File: src/rtl/rst_seq_pkg.sv
// Shared encodings for the reset sequencer: reset-cause codes and FSM states.
package rst_seq_pkg;

    typedef enum logic [1:0] {
        CAUSE_POR = 2'd0,
        CAUSE_KEY = 2'd1,
        CAUSE_SW  = 2'd2,
        CAUSE_WDT = 2'd3
    } cause_e;

    typedef enum logic [1:0] {
        ST_ASSERT  = 2'd0,
        ST_HOLD    = 2'd1,
        ST_RELEASE = 2'd2,
        ST_RUN     = 2'd3
    } state_e;

endpackage

File: src/rtl/rst_seq_debounce.sv
// Synchronizer plus debouncer for a slow, bouncy input; reports the accepted
// level and a one-cycle pulse when the accepted level falls.
module rst_seq_debounce #(
    parameter int   SYNC_STAGES  = 2,
    parameter int   DEBOUNCE_CNT = 1000,
    parameter int   CNT_W        = 16,
    parameter logic IDLE_LEVEL   = 1'b1
) (
    input  logic clk_i,
    input  logic rst_n_i,
    input  logic raw,
    output logic level,
    output logic fall
);

    localparam logic [CNT_W-1:0] DEB_LIM = CNT_W'(DEBOUNCE_CNT - 1);

    logic [SYNC_STAGES-1:0] sync;
    logic [CNT_W-1:0]       cnt;
    logic                   synced;

    assign synced = sync[SYNC_STAGES-1];

    // The chain resets to the idle level so a reset can never be seen as a press.
    // NOTE: sequential state uses non-blocking assignments only, so every flop
    // samples the pre-edge values of its neighbours.
    always_ff @(posedge clk_i or negedge rst_n_i) begin
        if (!rst_n_i) begin
            sync  <= {SYNC_STAGES{IDLE_LEVEL}};
            cnt   <= '0;
            level <= IDLE_LEVEL;
            fall  <= 1'b0;
        end else begin
            sync <= {sync[SYNC_STAGES-2:0], raw};
            fall <= 1'b0;
            if (synced == level) begin
                cnt <= '0;
            end else if (cnt == DEB_LIM) begin
                cnt   <= '0;
                level <= synced;
                fall  <= ~synced;
            end else begin
                cnt <= cnt + 1'b1;
            end
        end
    end

endmodule

File: src/rtl/rst_seq_ctrl.sv
// Reset sequencer: merges POR, push-button and software reset into ordered
// active-high resets. Optional watchdog source enabled by RST_SEQ_WDT_EN.
module rst_seq_ctrl
    import rst_seq_pkg::*;
#(
    parameter int SYNC_STAGES  = 2,
    parameter int NUM_RST      = 4,
    parameter int HOLD_CNT     = 50,
    parameter int STEP_CNT     = 16,
    parameter int DEBOUNCE_CNT = 1000,
    parameter int CNT_W        = 16
`ifdef RST_SEQ_WDT_EN
    ,
    parameter int WDT_TIMEOUT  = 65535
`endif
) (
    input  logic               clk_i,
    input  logic               rst_n_i,
    input  logic               key_n_i,
    input  logic               sw_rst_req_i,
`ifdef RST_SEQ_WDT_EN
    input  logic               wdt_en_i,
    input  logic               wdt_kick_i,
`endif
    output logic [NUM_RST-1:0] rst_o,
    output logic               busy_o,
    output logic [1:0]         rst_cause_o
);

    localparam logic [CNT_W-1:0] HOLD_LIM = CNT_W'(HOLD_CNT);
    localparam logic [CNT_W-1:0] STEP_LIM = CNT_W'(STEP_CNT - 1);

    state_e                 state;
    logic [CNT_W-1:0]       cnt;
    logic [SYNC_STAGES-1:0] por_sync;
    logic                   por_ok;
    logic                   key_level;
    logic                   key_fall;
    logic                   hold_ok;
    logic                   sw_take;
    logic                   wdt_fire;
    logic                   advance;
    logic [NUM_RST-1:0]     rst_shift;

    always_ff @(posedge clk_i or negedge rst_n_i) begin
        if (!rst_n_i) begin
            por_sync <= '0;
        end else begin
            por_sync <= {por_sync[SYNC_STAGES-2:0], 1'b1};
        end
    end

    assign por_ok = por_sync[SYNC_STAGES-1];

    rst_seq_debounce #(
        .SYNC_STAGES (SYNC_STAGES),
        .DEBOUNCE_CNT(DEBOUNCE_CNT),
        .CNT_W       (CNT_W),
        .IDLE_LEVEL  (1'b1)
    ) u_key (
        .clk_i  (clk_i),
        .rst_n_i(rst_n_i),
        .raw    (key_n_i),
        .level  (key_level),
        .fall   (key_fall)
    );

`ifdef RST_SEQ_WDT_EN
    localparam logic [CNT_W-1:0] WDT_LIM = CNT_W'(WDT_TIMEOUT - 1);

    logic [CNT_W-1:0] wdt_cnt;

    always_ff @(posedge clk_i or negedge rst_n_i) begin
        if (!rst_n_i) begin
            wdt_cnt <= '0;
        end else if (state != ST_RUN || !wdt_en_i || wdt_kick_i || wdt_fire) begin
            wdt_cnt <= '0;
        end else begin
            wdt_cnt <= wdt_cnt + 1'b1;
        end
    end

    assign wdt_fire = (state == ST_RUN) && wdt_en_i && !wdt_kick_i && (wdt_cnt == WDT_LIM);
`else
    assign wdt_fire = 1'b0;
`endif

    // Shifting left clears the lowest still-set bit, giving bit 0 first order.
    assign rst_shift = rst_o << 1;
    assign hold_ok   = key_level && por_ok;
    assign sw_take   = (state == ST_RUN) && sw_rst_req_i;
    assign advance   = (state == ST_HOLD)    ? (hold_ok && cnt == HOLD_LIM) :
                       (state == ST_RELEASE) && (cnt == STEP_LIM);

    always_ff @(posedge clk_i or negedge rst_n_i) begin
        if (!rst_n_i) begin
            state       <= ST_ASSERT;
            cnt         <= '0;
            rst_o       <= '1;
            busy_o      <= 1'b1;
            rst_cause_o <= CAUSE_POR;
        end else if (key_fall || wdt_fire || sw_take) begin
            state       <= ST_ASSERT;
            cnt         <= '0;
            rst_o       <= '1;
            busy_o      <= 1'b1;
            rst_cause_o <= key_fall ? CAUSE_KEY : (wdt_fire ? CAUSE_WDT : CAUSE_SW);
        end else begin
            unique case (state)
                ST_ASSERT: begin
                    state  <= ST_HOLD;
                    cnt    <= '0;
                    rst_o  <= '1;
                    busy_o <= 1'b1;
                end
                ST_HOLD, ST_RELEASE: begin
                    if (advance) begin
                        cnt   <= '0;
                        rst_o <= rst_shift;
                        if (rst_shift == '0) begin
                            state  <= ST_RUN;
                            busy_o <= 1'b0;
                        end else begin
                            state <= ST_RELEASE;
                        end
                    end else if (state == ST_HOLD && !hold_ok) begin
                        cnt <= '0;
                    end else begin
                        cnt <= cnt + 1'b1;
                    end
                end
                ST_RUN: begin
                    rst_o  <= '0;
                    busy_o <= 1'b0;
                end
            endcase
        end
    end

endmodule
File: config.mk
export PLATFORM = sky130hd
export DESIGN_NAME = rst_seq_ctrl
export DESIGN_NICKNAME = d
export VERILOG_FILES = /design/src/rtl/rst_seq_pkg.sv /design/src/rtl/rst_seq_debounce.sv /design/src/rtl/rst_seq_ctrl.sv
export SDC_FILE = /design/constraint.sdc
export NUM_CORES = 1
export LEC_CHECK = 0
export CAP_MARGIN = 5
export CORE_MARGIN = 5
export CORE_UTILIZATION = 25
export CTS_BUF_LIST = sky130_fd_sc_hd__clkbuf_16
export DETAILED_ROUTE_END_ITERATION = 7
export GPL_TIMING_DRIVEN = 0
export PLACE_DENSITY_LB_ADDON = 0.25
export SYNTH_ARGS = -nofsm -noshare
export SYNTH_HDL_FRONTEND = slang
export SYNTH_SLANG_ARGS = --single-unit
File: constraint.sdc
create_clock -name clk_i -period 2.05 [get_ports clk_i]
set_input_delay 0.205 -clock clk_i [delete_from_list [all_inputs] [get_ports clk_i]]
set_output_delay 0.205 -clock clk_i [all_outputs]
set_load 0.005 [all_outputs]
==> summary.txt, run 1 <==
Critical path
  – Critical path type: reg -> reg
  – CP Capture Type: flip-flop
  – R2R Path End: cnt[4]
  – Worst R2R Path Depth: 7
  – Crit-path max FO: 9
  – Startpoint Class: flip-flop
  – Worst EP required: 2270 ps
  – Register-to-register setup slack: 50 ps
  – Worst r2r src: state[1]
  – WP data arrival: 2230 ps

Synthesis
  – Syn_nets: 258
  – Post-Synth XOR/XNOR Area: 6.36%
  – Netlist cell types: 51
  – Multiplexer area fraction after synthesis: 1.66%
  – Predominant post-synthesis flop cell: dfrtp_1
  – EDFF count, synth: 0
  – Top-count cell post-synth: dfrtp_1
  – Sequential element share of the synthesized area: 47.8%
  – Top cells by area, synth: dfrtp_1 39%, dfstp_2 8.5%, xor2_1 4.6%
  – Post-synth top cells: 39 x dfrtp_1, 26 x nor2_1, 21 x nand2_1
  – Post-Synth Adder-Cell Area: 4.04%
  – Synth warn: 0
  – Synth async-reset ratio: 100%
  – Syn Area/Cell: 10.1 sq um
  – Synth area leader: dfrtp_1
  – Register bit total from synthesis: 47
  – Top cell type's share of synthesized area: 39.4%
  – Post-Syn Instances: 246
  – Largest family of logic cells by synthesized area: simple AND/OR/NAND/NOR gates
  – Compound-Gate Fraction of Synth Area: 10.7%
  – Post-Syn Area: 2480 sq um
  – Simple-Gate Fraction of Synth Area: 25.7%

Timing
  – Max Slew Vio Count: 0
  – Fin crit period: 2000 ps
  – Tcrit/Tclk final: 97.6%
  – Setup violators final: 0
  – Clock skew: 10.3 ps
  – Unrepaired setup endpoints after global routing: true
  – TNS Setup: 0 ps
  – Hold Vio Cnt, Final: 0
  – F_max: 500 MHz

CTS
  – CTS Root Cell: clkbuf_16
  – CTS tree: done
  – Worst-path clk slew: 70 ps
  – Clk buf depth: 2
  – Num CTS Buffers: 5
  – Worst skew pair latency: 290 ps
  – CTS Sinks: 47
  – H-tree depth: 2

Floorplanning
  – Die Footprint: 12000 sq um
  – Die width: 110 um
  – Die Ht: 110 um
  – Starting density of the core: 25.5%
  – Core ar.: 9730 sq um
  – Row count: 36
  – # IOs: 11

Worst hold path
  – Hold Path Class: in -> reg
  – Hold Path Depth: 1
  – HP Start: key_n_i
  – Endpoint, Worst Hold: u_key.sync[0]

Detailed routing
  – DRT Pass-1 Iters: 4
  – Antenna Nets Post-Route: 0
  – Post-route DRC: 0
  – DR WL/cell: 13.4 um
  – Starting DRT DRC Count: 94
  – Final WL: 5.47 mm
  – Vias per cell: 4.69
  – Via count: 1915

Global routing
  – M3 GR Usage: 2.29%
  – Peak-usage layer in the global routing report: met2
  – GRT Total Usage: 9.52%
  – First-pass GRT wire length: 9.18 mm
  – Met1 usage: 13.5%
  – Total global routing overflow: 0
  – Largest net degree at the start of global routing: 35
  – Initial antenna violation count: 0
  – Number of global-route vias before repair: 1875
  – Met2 GRT Util: 14.9%

Status
  – Status: finished clean

Placed design
  – Port buffer count: 10
  – Post-DP HPWL: 3.61 mm
  – GP Congestion: 0.743
  – Placed cell areas: 2760 sq um

Job
  – Max cap viols: 0

Pwr
  – Max VDD drop: 0.313 mV
  – PD cells: 572 nW/um^2
  – Static leakage: 1.32 nW

Final layout
  – Final net count: 286
  – Area Overhead vs Synth: 24.9%
  – Fill count: 1054
  – Final Cell Area: 3100 sq um
  – Share of cells above drive strength 1: 23.6%
  – Antenna cells: 0
critical path: stages (launching register included):
cell	delay, ps
dfrtp_1	430
inv_2	100
ha_4	270
buf_6	120
clkinvlp_4	130
or3_4	470
nor4b_1	290
a21o_1	120
sequential cells by signal, summed over array words and instances, names as in the netlist, 2 cells and up:
register,flops
cnt,16
por_sync,2
rst_cause_o,2
rst_o,4
state,2
u_key.cnt,16
u_key.sync,2
metrics by stage:
| stage | util [%] | total power, mW | setup WS, ps | instances | hold WS, ps |
|---|---|---|---|---|---|
| after floorplan | - | 0.971 | 143 | 246 | -90.6 |
| after global placement | 28.2 | 1.00 | -722 | 389 | 333 |
| after detailed placement | 28.4 | 1.01 | -444 | 390 | 149 |
| after CTS | 30.4 | 1.81 | -7.67 | 403 | 320 |
| after global routing | 31.8 | 1.85 | -27.1 | 408 | 315 |
| final | 31.8 | 1.77 | 49.1 | 408 | 325 |
worst max-delay path by stage:
stage                     cells past startpoint  slack (ps)      from              to
after floorplan                               7         140  state[0]         cnt[11]
after global placement                        1        -720   rst_n_i  rst_cause_o[1]
after detailed placement                      7        -440  state[1]         cnt[11]
after CTS                                     6          -8  state[1]          cnt[2]
after global routing                          7         -30  state[1]          cnt[5]
final                                         7          50  state[1]          cnt[4]
routing by layer:
layer	up-vias	part of all wire, %	wire (um)
li1	938	-	-
met1	948	51	2820
met2	25	45	2460
met3	4	3.0	163
met4	0	0.55	30
met5	-	0	0
cell type report:
class                   count  area [sq um]  area share (%)
clock buffers               5           125            4.04
well taps                 133           166            5.37
inverters                   5          22.5           0.727
flip-flops and latches     47          1190            38.4
clock inverters             3          16.3           0.525
multi-input cells         185          1310            42.2
repair buffers             22           201            6.50
plain buffers               8          71.3            2.30
cells by family (layout without fill, tap and decap cells):
| family | count (synthesis) | in the layout |
|---|---|---|
| xor gates and xnor gates | 18 | 18 |
| DFF | 47 | 47 |
| and+or+nand+nor | 118 | 118 |
| adders and majority gates | 8 | 8 |
| other | 1 | 1 |
| muxes | 4 | 4 |
| buffers and inverters | 14 | 43 |
| AOI/OAI and AO/OA | 36 | 36 |
where the power goes:
group          total [mW]  switching, mW  internal [mW]
sequential          0.944        0.00559          0.938
clock               0.784          0.339          0.445
combinational      0.0451         0.0302         0.0149
total                1.77          0.375           1.40
cells in the final DEF (no fill, tap or decap), types with 9 or more instances in the layout:
cell type / count
dfrtp_1: 37
nor3_1: 10
nand2_1: 21
clkdlybuf4s50_1: 9
xor2_1: 13
and3_1: 9
nor2_1: 26
nand4_1: 10
nand3_1: 12
what timing repair did:
action | CTS | global route
hold endpoints to repair | 11 | 0
buffers inserted | 4 | 5
pin swaps | 2 | 7
hold buffers | 1 | 0
gates cloned | 0 | 1
endpoints found under the setup margin | 16 | 22
gates resized for setup | 4 | 25
(Power assumes the default switching activity.)
==> run 2, diff against run 1 <==
RECOVER_POWER = 100   (was not set)
==> summary.txt, run 2 (synthesis results as in run 1) <==
Global routing
  – First-pass GRT wire length: 9.18 mm (unchanged)
  – Number of global-route vias before repair: 1875 (unchanged)
  – Initial antenna violation count: 0 (unchanged)
  – Largest net degree at the start of global routing: 35 (unchanged)
  – Total global routing overflow: 0 (unchanged)
  – GRT Total Usage: 9.52% (unchanged)

CTS
  – Clk buf depth: 2 (unchanged)
  – CTS tree: done
  – H-tree depth: 2 (unchanged)
  – Worst-path clk slew: 70 ps (about the same)
  – CTS Sinks: 47 (unchanged)
  – Num CTS Buffers: 5 (unchanged)
  – CTS Root Cell: clkbuf_16
  – Worst skew pair latency: 290 ps (about the same)

Floorplanning
  – Die width: 110 um (unchanged)
  – Die Ht: 110 um (unchanged)
  – Starting density of the core: 25.5% (unchanged)
  – # IOs: 11 (unchanged)
  – Core ar.: 9730 sq um (unchanged)
  – Die Footprint: 12000 sq um (unchanged)
  – Row count: 36 (unchanged)

Critical path
  – Worst R2R Path Depth: 7 (unchanged)
  – CP Capture Type: flip-flop
  – CP max stage cell: or3_4
  – Critical path, cell by cell: inv_2, ha_4, buf_6, clkinvlp_4, or3_4, nor4b_1, a21o_1
  – Worst EP required: 2270 ps (about the same)
  – Crit-path max FO: 9 (unchanged)
  – Register-to-register setup slack: 50 ps (about the same)
  – Critical path type: reg -> reg
  – R2R Path End: cnt[4]
  – Worst r2r src: state[1]
  – CP peak stage delay: 470 ps (about the same)
  – WP data arrival: 2230 ps (about the same)
  – Startpoint Class: flip-flop

Detailed routing
  – Final WL: 5.45 mm (-0.38%)
  – Via count: 1912 (-0.16%)
  – DR WL/cell: 13.4 um (-0.38%)
  – Post-route DRC: 0 (unchanged)
  – DRT Pass-1 Iters: 4 (unchanged)
  – Starting DRT DRC Count: 91 (-3.2%)
  – Vias per cell: 4.69 (-0.16%)
  – Antenna Nets Post-Route: 0 (unchanged)

Final layout
  – Final Cell Area: 3080 sq um (-0.44%)
  – Commonest non-fill, non-tap cell in the layout: dfrtp_1
  – Final net count: 286 (unchanged)
  – Seq. cell area: 1190 sq um (unchanged)
  – Share of cells above drive strength 1: 23.3% (-0.36 points)
  – Most frequent cells in the layout: 37 x dfrtp_1, 26 x nor2_1, 21 x nand2_1, 13 x xor2_1, 12 x nand3_1
  – Antenna cells: 0 (unchanged)
  – Multi-input gate area: 1310 sq um (unchanged)
  – Area Overhead vs Synth: 24.4%
  – Top flop regs: cnt x16, u_key.cnt x16, rst_o x4
  – Finished Layout Cells: 408 (unchanged)
  – Fill count: 1056 (+0.19%)
  – Final Util: 31.7% (-0.14 points)

Timing
  – TNS Setup: 0 ps (unchanged)
  – Setup violators final: 0 (unchanged)
  – F_max: 499 MHz (about the same)
  – Max_slew headroom: 45.8%
  – Hold Vio Cnt, Final: 0 (unchanged)
  – Hold Slack: 352 ps (+27.5 ps)
  – Unrepaired setup endpoints after global routing: true
  – Fin crit period: 2000 ps (+1.92 ps)
  – Clock skew: 10.2 ps (-0.0714 ps)
  – Max Slew Vio Count: 0 (unchanged)
  – Worst-margin pin slew: 812 ps
  – Final worst slack: 47.2 ps (-1.92 ps)
  – Tcrit/Tclk final: 97.7% (about the same)

Worst hold path
  – HP Start: por_sync[0]
  – Endpoint, Worst Hold: por_sync[1]
  – Hold Path Class: reg -> reg
  – Hold Path Depth: 0 (-1)

Placed design
  – Placement Setup Slack: -444 ps (unchanged)
  – Cell count after placement: 390 (unchanged)
  – Post-DP HPWL: 3.61 mm (unchanged)
  – Port buffer count: 10 (unchanged)
  – Placed cell areas: 2760 sq um (unchanged)
  – GP Congestion: 0.743 (unchanged)

Status
  – Status: finished clean

Pwr
  – Static leakage: 1.31 nW (-0.55%)
  – Max VDD drop: 0.313 mV (about the same)
  – PD cells: 574 nW/um^2 (+0.27%)
  – Pwr Total: 1.77 mW (-0.17%)

Job
  – Max cap viols: 0 (unchanged)
==> run 2: worst max-delay path: cells and delay by family, from the launching register on <==
family,cells,cell delay (ps)
AO/OA/AOI/OAI,1,120
flip-flops,1,430
buffers and inverters,3,350
adder cells (fa/ha/maj),1,270
AND/OR/NAND/NOR,2,760
==> run 2: repair_timing <==
item                                    4_1_cts  5_1_grt
cloned                                        0        1
buffers inserted                              4        5
pin swaps                                     2        7
gates resized for setup                       4       25
endpoints found under the setup margin       16       22
hold buffers                                  1        0
endpoints found under the hold margin        11        0
==> run 2: layout make-up <==
cell class                 count  area share, %
multi-input combinational    185           42.4
sequential                    47           38.5
timing repair buffer          22           6.09
clock buffer                   5           4.06
clock inverter                 3          0.527
tap                          133           5.40
buffer                         8           2.31
inverter                       5          0.730
==> run 2: per-layer routing <==
layer  up-vias  GRT usage [%]  wire, um
li1        939              -         -
met1       945           13.5      2820
met2        24           14.9      2470
met3         4           2.29       133
met4         0           1.60        30
met5         -              0         0
==> run 2: worst max path at each step <==
stage | startpoint | to | slack [ps] | depth (start not counted)
after detailed placement | state[1] | cnt[11] | -440 | 7
after global routing | state[1] | cnt[5] | -30 | 7
after CTS | state[1] | cnt[2] | -8 | 6
final | state[1] | cnt[4] | 50 | 7
after floorplan | state[0] | cnt[11] | 140 | 7
after global placement | rst_n_i | rst_cause_o[1] | -720 | 1
==> run 2: report_power, final <==
part / internal, mW / total [mW] / leakage, nW / switching, mW
combinational: 0.0115 / 0.0410 / 0.628 / 0.0295
sequential: 0.938 / 0.944 / 0.612 / 0.00560
clock: 0.445 / 0.785 / 0.0710 / 0.340
total: 1.40 / 1.77 / 1.31 / 0.375
